===== src/rtl/uart_rx_sampler.sv =====
// -----------------------------------------------------------------------------
// uart_rx_sampler
//
// Front end of a UART receiver. It synchronizes the raw serial line, finds the
// start bit, and samples each data bit near the middle of its bit period. Each
// sampled bit is emitted as a one-cycle strobe that a separate downstream
// shift register can use as its shift enable. The sampler only produces
// strobes and status. It does not assemble the received word itself.
//
// Parameters
//   CLKS_PER_BIT  clock cycles per serial bit (even, >= 4)
//   DATA_BITS     data bits per frame (1..16)
//
// Ports
//   clk           single clock, rising edge
//   i_sclr_n      synchronous active-low reset
//   i_rx          asynchronous serial line, idle high
//   o_bit         sampled data bit, valid while o_bit_vld is high, else holds
//   o_bit_vld     one-cycle strobe per data bit (LSB first)
//   o_clr         one-cycle strobe at start-bit detection
//   o_done        one-cycle strobe at the stop-bit sample
//   o_frame_err   stop bit sampled low, held until the next o_clr
//   o_parity_err  even-parity mismatch, held until the next o_clr
//   o_busy        high whenever the receiver is not idle
//
// Build option
//   UART_RX_PARITY_EN  when defined, one even-parity bit follows the data bits.
//                      When undefined, there is no parity stage and
//                      o_parity_err is tied low.
// -----------------------------------------------------------------------------
module uart_rx_sampler #(
    parameter int CLKS_PER_BIT = 16,
    parameter int DATA_BITS    = 8
) (
    input  logic clk,
    input  logic i_sclr_n,
    input  logic i_rx,
    output logic o_bit,
    output logic o_bit_vld,
    output logic o_clr,
    output logic o_done,
    output logic o_frame_err,
    output logic o_parity_err,
    output logic o_busy
);

    localparam int CNT_W = $clog2(CLKS_PER_BIT);
    localparam int IDX_W = $clog2(DATA_BITS + 1);

    localparam logic [CNT_W-1:0] HALF_LAST = CNT_W'(CLKS_PER_BIT / 2 - 1);
    localparam logic [CNT_W-1:0] FULL_LAST = CNT_W'(CLKS_PER_BIT - 1);
    localparam logic [CNT_W-1:0] CNT_ONE   = CNT_W'(1);
    localparam logic [IDX_W-1:0] IDX_LAST  = IDX_W'(DATA_BITS - 1);
    localparam logic [IDX_W-1:0] IDX_ONE   = IDX_W'(1);

`ifdef UART_RX_PARITY_EN
    typedef enum logic [2:0] {
        IDLE   = 3'd0,
        START  = 3'd1,
        DATA   = 3'd2,
        PARITY = 3'd3,
        STOP   = 3'd4
    } state_t;
`else
    typedef enum logic [2:0] {
        IDLE  = 3'd0,
        START = 3'd1,
        DATA  = 3'd2,
        STOP  = 3'd4
    } state_t;
`endif

    state_t           state_q, state_d;
    logic             rxMeta_q, rxSync_q;
    logic [CNT_W-1:0] baudCnt_q, baudCnt_d;
    logic [IDX_W-1:0] bitIdx_q, bitIdx_d;
    logic             bit_q, bit_d;
    logic             bitVld_q, bitVld_d;
    logic             clr_q, clr_d;
    logic             done_q, done_d;
    logic             frameErr_q, frameErr_d;
`ifdef UART_RX_PARITY_EN
    logic             parityErr_q, parityErr_d;
    logic             parAcc_q, parAcc_d;
`endif

    // Two-flop synchronizer on the raw line. The flops reset to the idle-high
    // level so that leaving reset can never look like a start bit.
    always_ff @(posedge clk) begin
        if (!i_sclr_n) begin
            rxMeta_q <= 1'b1;
            rxSync_q <= 1'b1;
        end else begin
            rxMeta_q <= i_rx;
            rxSync_q <= rxMeta_q;
        end
    end

    // State register and registered outputs. Registering every strobe means
    // reset drives all outputs low by the clock edge after it is applied.
    always_ff @(posedge clk) begin
        if (!i_sclr_n) begin
            state_q     <= IDLE;
            baudCnt_q   <= '0;
            bitIdx_q    <= '0;
            bit_q       <= 1'b0;
            bitVld_q    <= 1'b0;
            clr_q       <= 1'b0;
            done_q      <= 1'b0;
            frameErr_q  <= 1'b0;
`ifdef UART_RX_PARITY_EN
            parityErr_q <= 1'b0;
            parAcc_q    <= 1'b0;
`endif
        end else begin
            state_q     <= state_d;
            baudCnt_q   <= baudCnt_d;
            bitIdx_q    <= bitIdx_d;
            bit_q       <= bit_d;
            bitVld_q    <= bitVld_d;
            clr_q       <= clr_d;
            done_q      <= done_d;
            frameErr_q  <= frameErr_d;
`ifdef UART_RX_PARITY_EN
            parityErr_q <= parityErr_d;
            parAcc_q    <= parAcc_d;
`endif
        end
    end

    // Next-state logic. START waits half a bit so that every later sample,
    // taken one full bit period apart, lands near the middle of its bit.
    // A line that is high again at the half-bit point was a glitch, so the
    // receiver drops back to IDLE without reporting anything.
    always_comb begin
        state_d     = state_q;
        baudCnt_d   = baudCnt_q;
        bitIdx_d    = bitIdx_q;
        bit_d       = bit_q;
        bitVld_d    = 1'b0;
        clr_d       = 1'b0;
        done_d      = 1'b0;
        frameErr_d  = frameErr_q;
`ifdef UART_RX_PARITY_EN
        parityErr_d = parityErr_q;
        parAcc_d    = parAcc_q;
`endif

        case (state_q)
            IDLE: begin
                if (!rxSync_q) begin
                    state_d     = START;
                    baudCnt_d   = '0;
                    bitIdx_d    = '0;
                    clr_d       = 1'b1;
                    frameErr_d  = 1'b0;
`ifdef UART_RX_PARITY_EN
                    parityErr_d = 1'b0;
                    parAcc_d    = 1'b0;
`endif
                end
            end

            START: begin
                if (baudCnt_q == HALF_LAST) begin
                    baudCnt_d = '0;
                    state_d   = rxSync_q ? IDLE : DATA;
                end else begin
                    baudCnt_d = baudCnt_q + CNT_ONE;
                end
            end

            DATA: begin
                if (baudCnt_q == FULL_LAST) begin
                    bit_d     = rxSync_q;
                    bitVld_d  = 1'b1;
                    baudCnt_d = '0;
                    bitIdx_d  = bitIdx_q + IDX_ONE;
`ifdef UART_RX_PARITY_EN
                    parAcc_d  = parAcc_q ^ rxSync_q;
`endif
                    if (bitIdx_q == IDX_LAST) begin
`ifdef UART_RX_PARITY_EN
                        state_d = PARITY;
`else
                        state_d = STOP;
`endif
                    end
                end else begin
                    baudCnt_d = baudCnt_q + CNT_ONE;
                end
            end

`ifdef UART_RX_PARITY_EN
            // Even parity: the data bits and the parity bit together must
            // XOR to zero.
            PARITY: begin
                if (baudCnt_q == FULL_LAST) begin
                    parityErr_d = parAcc_q ^ rxSync_q;
                    baudCnt_d   = '0;
                    state_d     = STOP;
                end else begin
                    baudCnt_d = baudCnt_q + CNT_ONE;
                end
            end
`endif

            // Returning to IDLE at the mid-stop sample gives the receiver the
            // rest of the stop bit to rearm, so back-to-back frames work.
            STOP: begin
                if (baudCnt_q == FULL_LAST) begin
                    done_d     = 1'b1;
                    frameErr_d = ~rxSync_q;
                    baudCnt_d  = '0;
                    state_d    = IDLE;
                end else begin
                    baudCnt_d = baudCnt_q + CNT_ONE;
                end
            end

            default: begin
                state_d   = IDLE;
                baudCnt_d = '0;
                bitIdx_d  = '0;
            end
        endcase
    end

    assign o_bit       = bit_q;
    assign o_bit_vld   = bitVld_q;
    assign o_clr       = clr_q;
    assign o_done      = done_q;
    assign o_frame_err = frameErr_q;
    assign o_busy      = (state_q != IDLE);
`ifdef UART_RX_PARITY_EN
    assign o_parity_err = parityErr_q;
`else
    assign o_parity_err = 1'b0;
`endif

endmodule


===== config.mk =====
export PLATFORM = sky130hd
export DESIGN_NAME = uart_rx_sampler
export DESIGN_NICKNAME = d
export VERILOG_FILES = /design/src/rtl/uart_rx_sampler.sv
export SDC_FILE = /design/constraint.sdc
export NUM_CORES = 1
export LEC_CHECK = 0
export CAP_MARGIN = 20
export CORE_MARGIN = 10
export CORE_UTILIZATION = 38
export DETAILED_ROUTE_END_ITERATION = 12
export GPL_TIMING_DRIVEN = 0
export HOLD_SLACK_MARGIN = 0.1
export PLACE_DENSITY = 0.62
export SYNTH_ARGS = -nofsm -noshare
export SYNTH_HDL_FRONTEND = slang
export SYNTH_SLANG_ARGS = --single-unit
export TNS_END_PERCENT = 30

===== constraint.sdc =====
create_clock -name clk -period 1.4 [get_ports clk]
set_input_delay 0.21 -clock clk [delete_from_list [all_inputs] [get_ports clk]]
set_output_delay 0.21 -clock clk [all_outputs]
set_load 0.01 [all_outputs]

# --- Word level (Yosys, flattened, before mapping) ---
# Cells that the tools add are included.
classes:
  addsub: 2
  n_eq_ne: 11
  muxes: 18
  bitwise_logic: 2
  n_reduce_logical: 12
ops:
  columns: ["op", "n"]
  rows:
  - ["one-hot mux 4 bit (3 select lines)", 2]
  - ["2-to-1 mux 4 bit", 4]
  - ["2-to-1 mux 3 bit", 5]
  - ["one-hot mux 3 bit (4 select lines)", 1]
  - ["!= test 2 bit, second input constant", 5]
  - ["adder 4 x 1 -> 4 bit, second input constant", 2]
  - ["equality test 4 x 3 -> 1 bit, second input constant", 2]
  - ["AND reduction 2 bit", 4]
  - ["AND reduction 3 bit", 2]
  - ["AND reduction 5 bit", 1]
  - ["equality test 4 bit, second input constant", 1]
  - ["2-to-1 mux 1 bit", 4]
  - ["OR reduction 2 bit", 2]
  - ["equality test 3 x 1 -> 1 bit, second input constant", 1]
  - ["equality test 3 x 2 -> 1 bit, second input constant", 1]
  - ["equality test 3 bit, second input constant", 1]
  - ["zero test 3 bit", 1]
  - ["nonzero test 3 bit", 1]
  - ["2-to-1 mux 2 bit", 1]
  - ["inverter 1 bit", 2]
  - ["one-hot mux 1 bit (2 select lines)", 1]
  - ["nonzero test 2 bit", 1]
word_totals:
  reg_bits: 18
  inputBits: 3
  out_inout_bits: 7
  word_cells: 55

# --- Depth between registers and ports, before layout ---
# Gate-level depths: netlist of the first run.
logic_depth:
  depth_word: 4
  ltp_mapped: 6
  depth_no_buf: 5

# --- Least setup slack after synthesis of the first run ---
# Ideal clock, no wire load.
synth_timing:
  path_kind: "flip-flop to flip-flop"
  from: "register state_q[0]"
  to: "register bitIdx_q[1]"
  setup_ns: 0.128
  arrival_time_ns: 1.402
  required_ns: 1.272
  slack_ns: -0.129
  path_stages_with_launch: 7
  path_buffers: 2
  synth_period_minus_slack_ns: 1.529
  path_cell_list: "dfxtp_1 -> buf_6 -> or3b_1 -> buf_2 -> o221ai_4 -> mux2i_1 -> nor2_1"
synth_via:
  elab_chain_cells: 4
  elab_cells_between_ends: 10
  classes_between: "5 x eq/ne; 1 x mux; 1 x bitwise; 3 x reduce/logical"
synth_rtl:
  columns: ["element", "line_no", "text"]
  rows:
  - ["start: declaration", "73", "state_t state_q, state_d;"]
  - ["start signal: assignment", "116", "state_q <= state_d;"]
  - ["equality test 3 bit / equality test 3 x 1 -> 1 bit (equally long branches)", "149", "case (state_q)"]
  - ["OR reduction 2 bit (no source line)", null, null]
  - ["inverter 1 bit (no source line)", null, null]
  - ["AND reduction 3 bit (no source line)", null, null]
  - ["end signal: assignment", "118", "bitIdx_q <= bitIdx_d;"]
  - ["end: declaration", "76", "logic [IDX_W-1:0] bitIdx_q, bitIdx_d;"]
# Parallel ways exist; a longest one is shown, timed or not.
# A chain may end at the register's enable or synchronous reset.

# --- Worst setup path after layout of the first run ---
layout_timing:
  from: "register state_q[0]"
  to: "register state_q[0]"
layout_via:
  elab_chain_cells: 3
  elab_cells_between_ends: 11
  classes_between: "8 x eq/ne; 1 x mux; 2 x reduce/logical"
layout_rtl:
  columns: ["element", "line_no"]
  rows:
  - ["equality test 3 x 2 -> 1 bit, or another cell as far along", "149"]
  - ["!= test 2 bit (no source line)", null]
  - ["AND reduction 5 bit (no source line)", null]
# Parallel ways exist; a longest one is shown, timed or not.

==> summary.log, run 1 <==
qor: cts.clock_sinks 18
qor: routing.drtAntennaViolNets 0
qor: cts.ctsHoldBuffers 0
qor: routing.detail_route.first_pass.iterations 4
qor: worst_hold_path.min_delay_path_depth 1
qor: yosys.yosys_register_bits 18
qor: cts.cts.htree.levels 1
qor: cts.cts_buffers 3
qor: timing.finalSetupViolations 11
qor: floorplanning.die_footprint 0.00462 mm²
qor: global_routing.grt_pass1_wl 3240 µm
qor: yosys.synthArstFlopShare 0%
qor: global_routing.grt_util_all_layers 9.29%
qor: placement.place.gp.congestion 0.732
qor: power.clock_network_power_share 34.3%
qor: setup_path.worst_path_arrival 1.81 ns
qor: finish.final_design_area_no_fill 0.00118 mm²
qor: floorplanning.cell_rows 17
qor: yosys.syn-instance-count 96
qor: routing.detail_route.iter0.violations 36
qor: run.maxCapViolations 0
qor: timing.worst_slack -0.156 ns
qor: cts.clock-root-buffer sky130_fd_sc_hd__clkbuf_4
qor: global_routing.grt_pass1_vias 731
qor: finish.antenna_cells 0
qor: outcome.violated_checks negative setup slack
qor: setup_path.startpoint_class_of_the_critical_path flop
qor: finish.num-fill-cells 186
qor: floorplanning.die-height 67.9 µm
qor: worst_hold_path.hold_path_end rxSync_q
qor: global_routing.grt.overflow.total 0
qor: finish.layoutNonFillerInstCount 143
qor: floorplanning.initial_cell_density_of_the_core 39.9%
qor: setup_path.r2r-end state_q[0]
qor: finish.flow.area_growth_from_synthesis 35.5%
qor: routing.drt_drc_violations_left 0
qor: power.max-vdd-ir-drop 0.000605 V
qor: timing.clock_period_minus_worst_slack 1.56 ns
qor: routing.detail_route.vias_per_cell 5.01
qor: setup_path.worstRegToRegCells 5
qor: cts.clock_path_buffers 2
qor: power.netSwitchingPower 0.236 mW
qor: worst_hold_path.worst_hold_startpoint rxMeta_q
qor: cts.clock_tree_from_tritoncts done
qor: timing.fin_skew 0.00481 ns
qor: placement.placement.cell_area 0.00100 mm²
qor: power.cellLeakagePower 0.489 nW
qor: worst_hold_path.timing.hold.worst.class flop to flop
qor: placement.placed_cells_incl_taps 132
qor: yosys.synth-seq-area-share 41.3%
qor: timing.achievable-frequency 643 MHz
qor: setup_path.regToRegSetupSlack -0.16 ns
qor: setup_path.reg2reg_launch_point state_q[0]
qor: timing.final-max-slew-violation-count 0
qor: timing.layout_worst_path_cycle_share 111%
qor: finish.final_layout_size_suffix_gt1_share 37.4%
qor: setup_path.timing.critical_path.to_type flop
qor: routing.dr_total_vias 717
qor: yosys.yosysUniqueCellTypes 34
qor: power.power.share.combinational 10.9%
qor: setup_path.critPathRequiredTime 1.65 ns
qor: finish.nNetsFinal 121
qor: outcome.run_status finished with violations
qor: yosys.synth_top_area_share 41.3%
qor: power.internal_power 0.729 mW
qor: yosys.synth_largest_area_cell sky130_fd_sc_hd__dfxtp_1
qor: routing.drt_wirelength 1930 µm
qor: timing.total_count_of_hold_check_failures_in_the_final_report 0
qor: yosys.yosys_warnings 0
qor: routing.average_routed_wire_per_standard_cell 13.5 µm
qor: yosys.synth-edff-count 0
qor: placement.port_buffers 8
qor: floorplanning.floorplan.die.width 67.9 µm
qor: setup_path.worst-path-max-fanout 6
qor: setup_path.category_of_the_critical_setup_timing_path flop to flop
qor: power.power.sequential.fraction 54.8%
qor: yosys.synth_area 873 µm²
qor: yosys.syn_avg_cell_area 9.10 µm²
qor: yosys.yosys-top-cells-area sky130_fd_sc_hd__dfxtp_1 41%, sky130_fd_sc_hd__nor2_1 5.6%, sky130_fd_sc_hd__buf_6 3.9%, sky130_fd_sc_hd__mux2i_1 3.4%, sky130_fd_sc_hd__nand3_1 3.4%
qor: yosys.synth_nets 101
qor: cts.clk_transition_reported_paths 0.11 ns
qor: floorplanning.ioPinCount 10
qor: floorplanning.core 0.00219 mm²
qor: power.sw_frac_of_total 24.4%
qor: global_routing.grt_start_max_net_pins 11
qor: cts.clock_latency 0.30 ns
qor: timing.rsz_0062_raised_after_global_routing yes
qor: global_routing.antenna_found_initial 0
qor: yosys.ys.flop_type sky130_fd_sc_hd__dfxtp_1
qor: power.power.density_cell_area 815 mW/mm²
qor: placement.dp_hpwl 1250 µm
[power groups by stage]
| stage | logic [mW] | registers (mW) | clock network [mW] |
|---|---|---|---|
| 4_1_cts | 0.0915 | 0.531 | 0.330 |
| 6_report | 0.105 | 0.529 | 0.331 |
| 3_3_place_gp | 0.0922 | 0.535 | 0 |
| 5_1_grt | 0.116 | 0.531 | 0.363 |
| 2_1_floorplan | 0.0678 | 0.535 | 0 |
| 3_5_place_dp | 0.0934 | 0.535 | 0 |
[worst max-delay path, cell delays in order, from the launching register on]
cell and delay (ns):
sky130_fd_sc_hd__dfxtp_4 0.40, sky130_fd_sc_hd__maj3_2 0.35, sky130_fd_sc_hd__a311oi_4 0.28, sky130_fd_sc_hd__buf_6 0.17, sky130_fd_sc_hd__or2_4 0.14, sky130_fd_sc_hd__o221a_1 0.16
[timing repair]
action	4_1_cts	5_1_grt
buffers inserted	8	3
pin swaps	6	7
gates resized for setup	20	17
cloned	0	0
endpoints found under the setup margin	15	17
[metrics by stage]
stage	power [mW]	TNS (ns)	utilization, %	setup WS, ns	hold slack (ns)
finish	0.965	-1.15	54.0	-0.156	0.417
detailed placement	0.629	-2.59	45.7	-0.270	0.397
floorplan	0.603	-0.433	-	-0.0990	0.283
CTS	0.952	-1.43	50.9	-0.199	0.422
global placement	0.627	-2.24	45.7	-0.271	0.390
global route	1.01	-1.93	54.0	-0.225	0.456
[cell usage in the layout (no fill, tap or decap), types with 2 or more instances in the layout]
cell	instances
sky130_fd_sc_hd__a21oi_1	4
sky130_fd_sc_hd__buf_2	2
sky130_fd_sc_hd__buf_4	8
sky130_fd_sc_hd__buf_6	4
sky130_fd_sc_hd__clkbuf_4	3
sky130_fd_sc_hd__clkdlybuf4s50_1	3
sky130_fd_sc_hd__dfxtp_1	11
sky130_fd_sc_hd__dfxtp_2	4
sky130_fd_sc_hd__dfxtp_4	3
sky130_fd_sc_hd__dlymetal6s2s_1	3
sky130_fd_sc_hd__inv_1	4
sky130_fd_sc_hd__mux2i_1	3
sky130_fd_sc_hd__nand2_1	5
sky130_fd_sc_hd__nand2b_1	2
sky130_fd_sc_hd__nand3_1	6
sky130_fd_sc_hd__nor2_1	12
sky130_fd_sc_hd__nor3_1	2
sky130_fd_sc_hd__nor3_4	2
sky130_fd_sc_hd__o21ai_0	3
sky130_fd_sc_hd__or3_1	2
[metal layers]
layer  routed length, µm  part of all wire (%)  global-route usage [%]
met3                  34                   1.8                    2.12
met5                   0                     0                       0
met4                  65                   3.4                    7.54
met2                 977                    51                    15.3
met1                 849                    44                    9.93
[registers in the layout, indices dropped and copies added (netlist names)]
| register | flops |
|---|---|
| baudCnt_q | 4 |
| bitIdx_q | 4 |
| state_q | 3 |
| o_bit | 1 |
| o_bit_vld | 1 |
| o_clr | 1 |
| o_done | 1 |
| o_frame_err | 1 |
| rxMeta_q | 1 |
| rxSync_q | 1 |
[cell usage after synthesis, types with 2 or more instances]
master	instances
sky130_fd_sc_hd__inv_1	5
sky130_fd_sc_hd__nor2_1	13
sky130_fd_sc_hd__dfxtp_1	18
sky130_fd_sc_hd__nand3_1	6
sky130_fd_sc_hd__nand2b_1	2
sky130_fd_sc_hd__a21oi_1	4
sky130_fd_sc_hd__mux2i_1	3
sky130_fd_sc_hd__clkbuf_1	2
sky130_fd_sc_hd__or3_1	2
sky130_fd_sc_hd__o21ai_0	4
sky130_fd_sc_hd__nand2_1	6
sky130_fd_sc_hd__nor3_1	4
sky130_fd_sc_hd__ha_1	2
sky130_fd_sc_hd__buf_6	3
sky130_fd_sc_hd__xor2_1	2
sky130_fd_sc_hd__a31oi_1	2
[logic make-up after synthesis]
kind of cell	share of synthesized area [%]
AOI/OAI and AO/OA	15.2
adders and majority gates	4.15
other	0.429
buffers and inverters	8.31
and+or+nand+nor	22.9
xor gates and xnor gates	3.01
DFF	41.3
muxes	4.73
[final cells by class]
cell class | instances | area, µm² | area share, %
inverters | 5 | 18.8 | 1.59
flip-flops and latches | 18 | 377 | 31.8
repair buffers | 19 | 173 | 14.6
multi-input cells | 66 | 522 | 44.1
clock buffers | 4 | 36.3 | 3.07
plain buffers | 3 | 22.5 | 1.90
well taps | 28 | 35.0 | 2.96
[worst max-delay path by stage]
stage	start	cells after the start	slack (ns)	to
after floorplan	state_q[2]	6	-0.1	bitIdx_q[1]
after global placement	rxSync_q	5	-0.27	bitIdx_q[1]
after detailed placement	state_q[1]	4	-0.27	o_busy
after CTS	state_q[1]	6	-0.20	bitIdx_q[1]
after global routing	state_q[0]	5	-0.23	bitIdx_q[1]
final	state_q[0]	5	-0.16	state_q[0]
Power figures use the tool's default switching activity.
==> inputs of run 2 (changes only) <==
--- a/config.mk
+++ b/config.mk
@@ -9,6 +9,7 @@
 export CORE_MARGIN = 10
 export CORE_UTILIZATION = 38
 export DETAILED_ROUTE_END_ITERATION = 12
+export GPL_ROUTABILITY_DRIVEN = 0
 export GPL_TIMING_DRIVEN = 0
 export HOLD_SLACK_MARGIN = 0.1
 export PLACE_DENSITY = 0.62
==> results of run 2 <==
The final DEF is identical to that of run 1; final timing and power are the same.
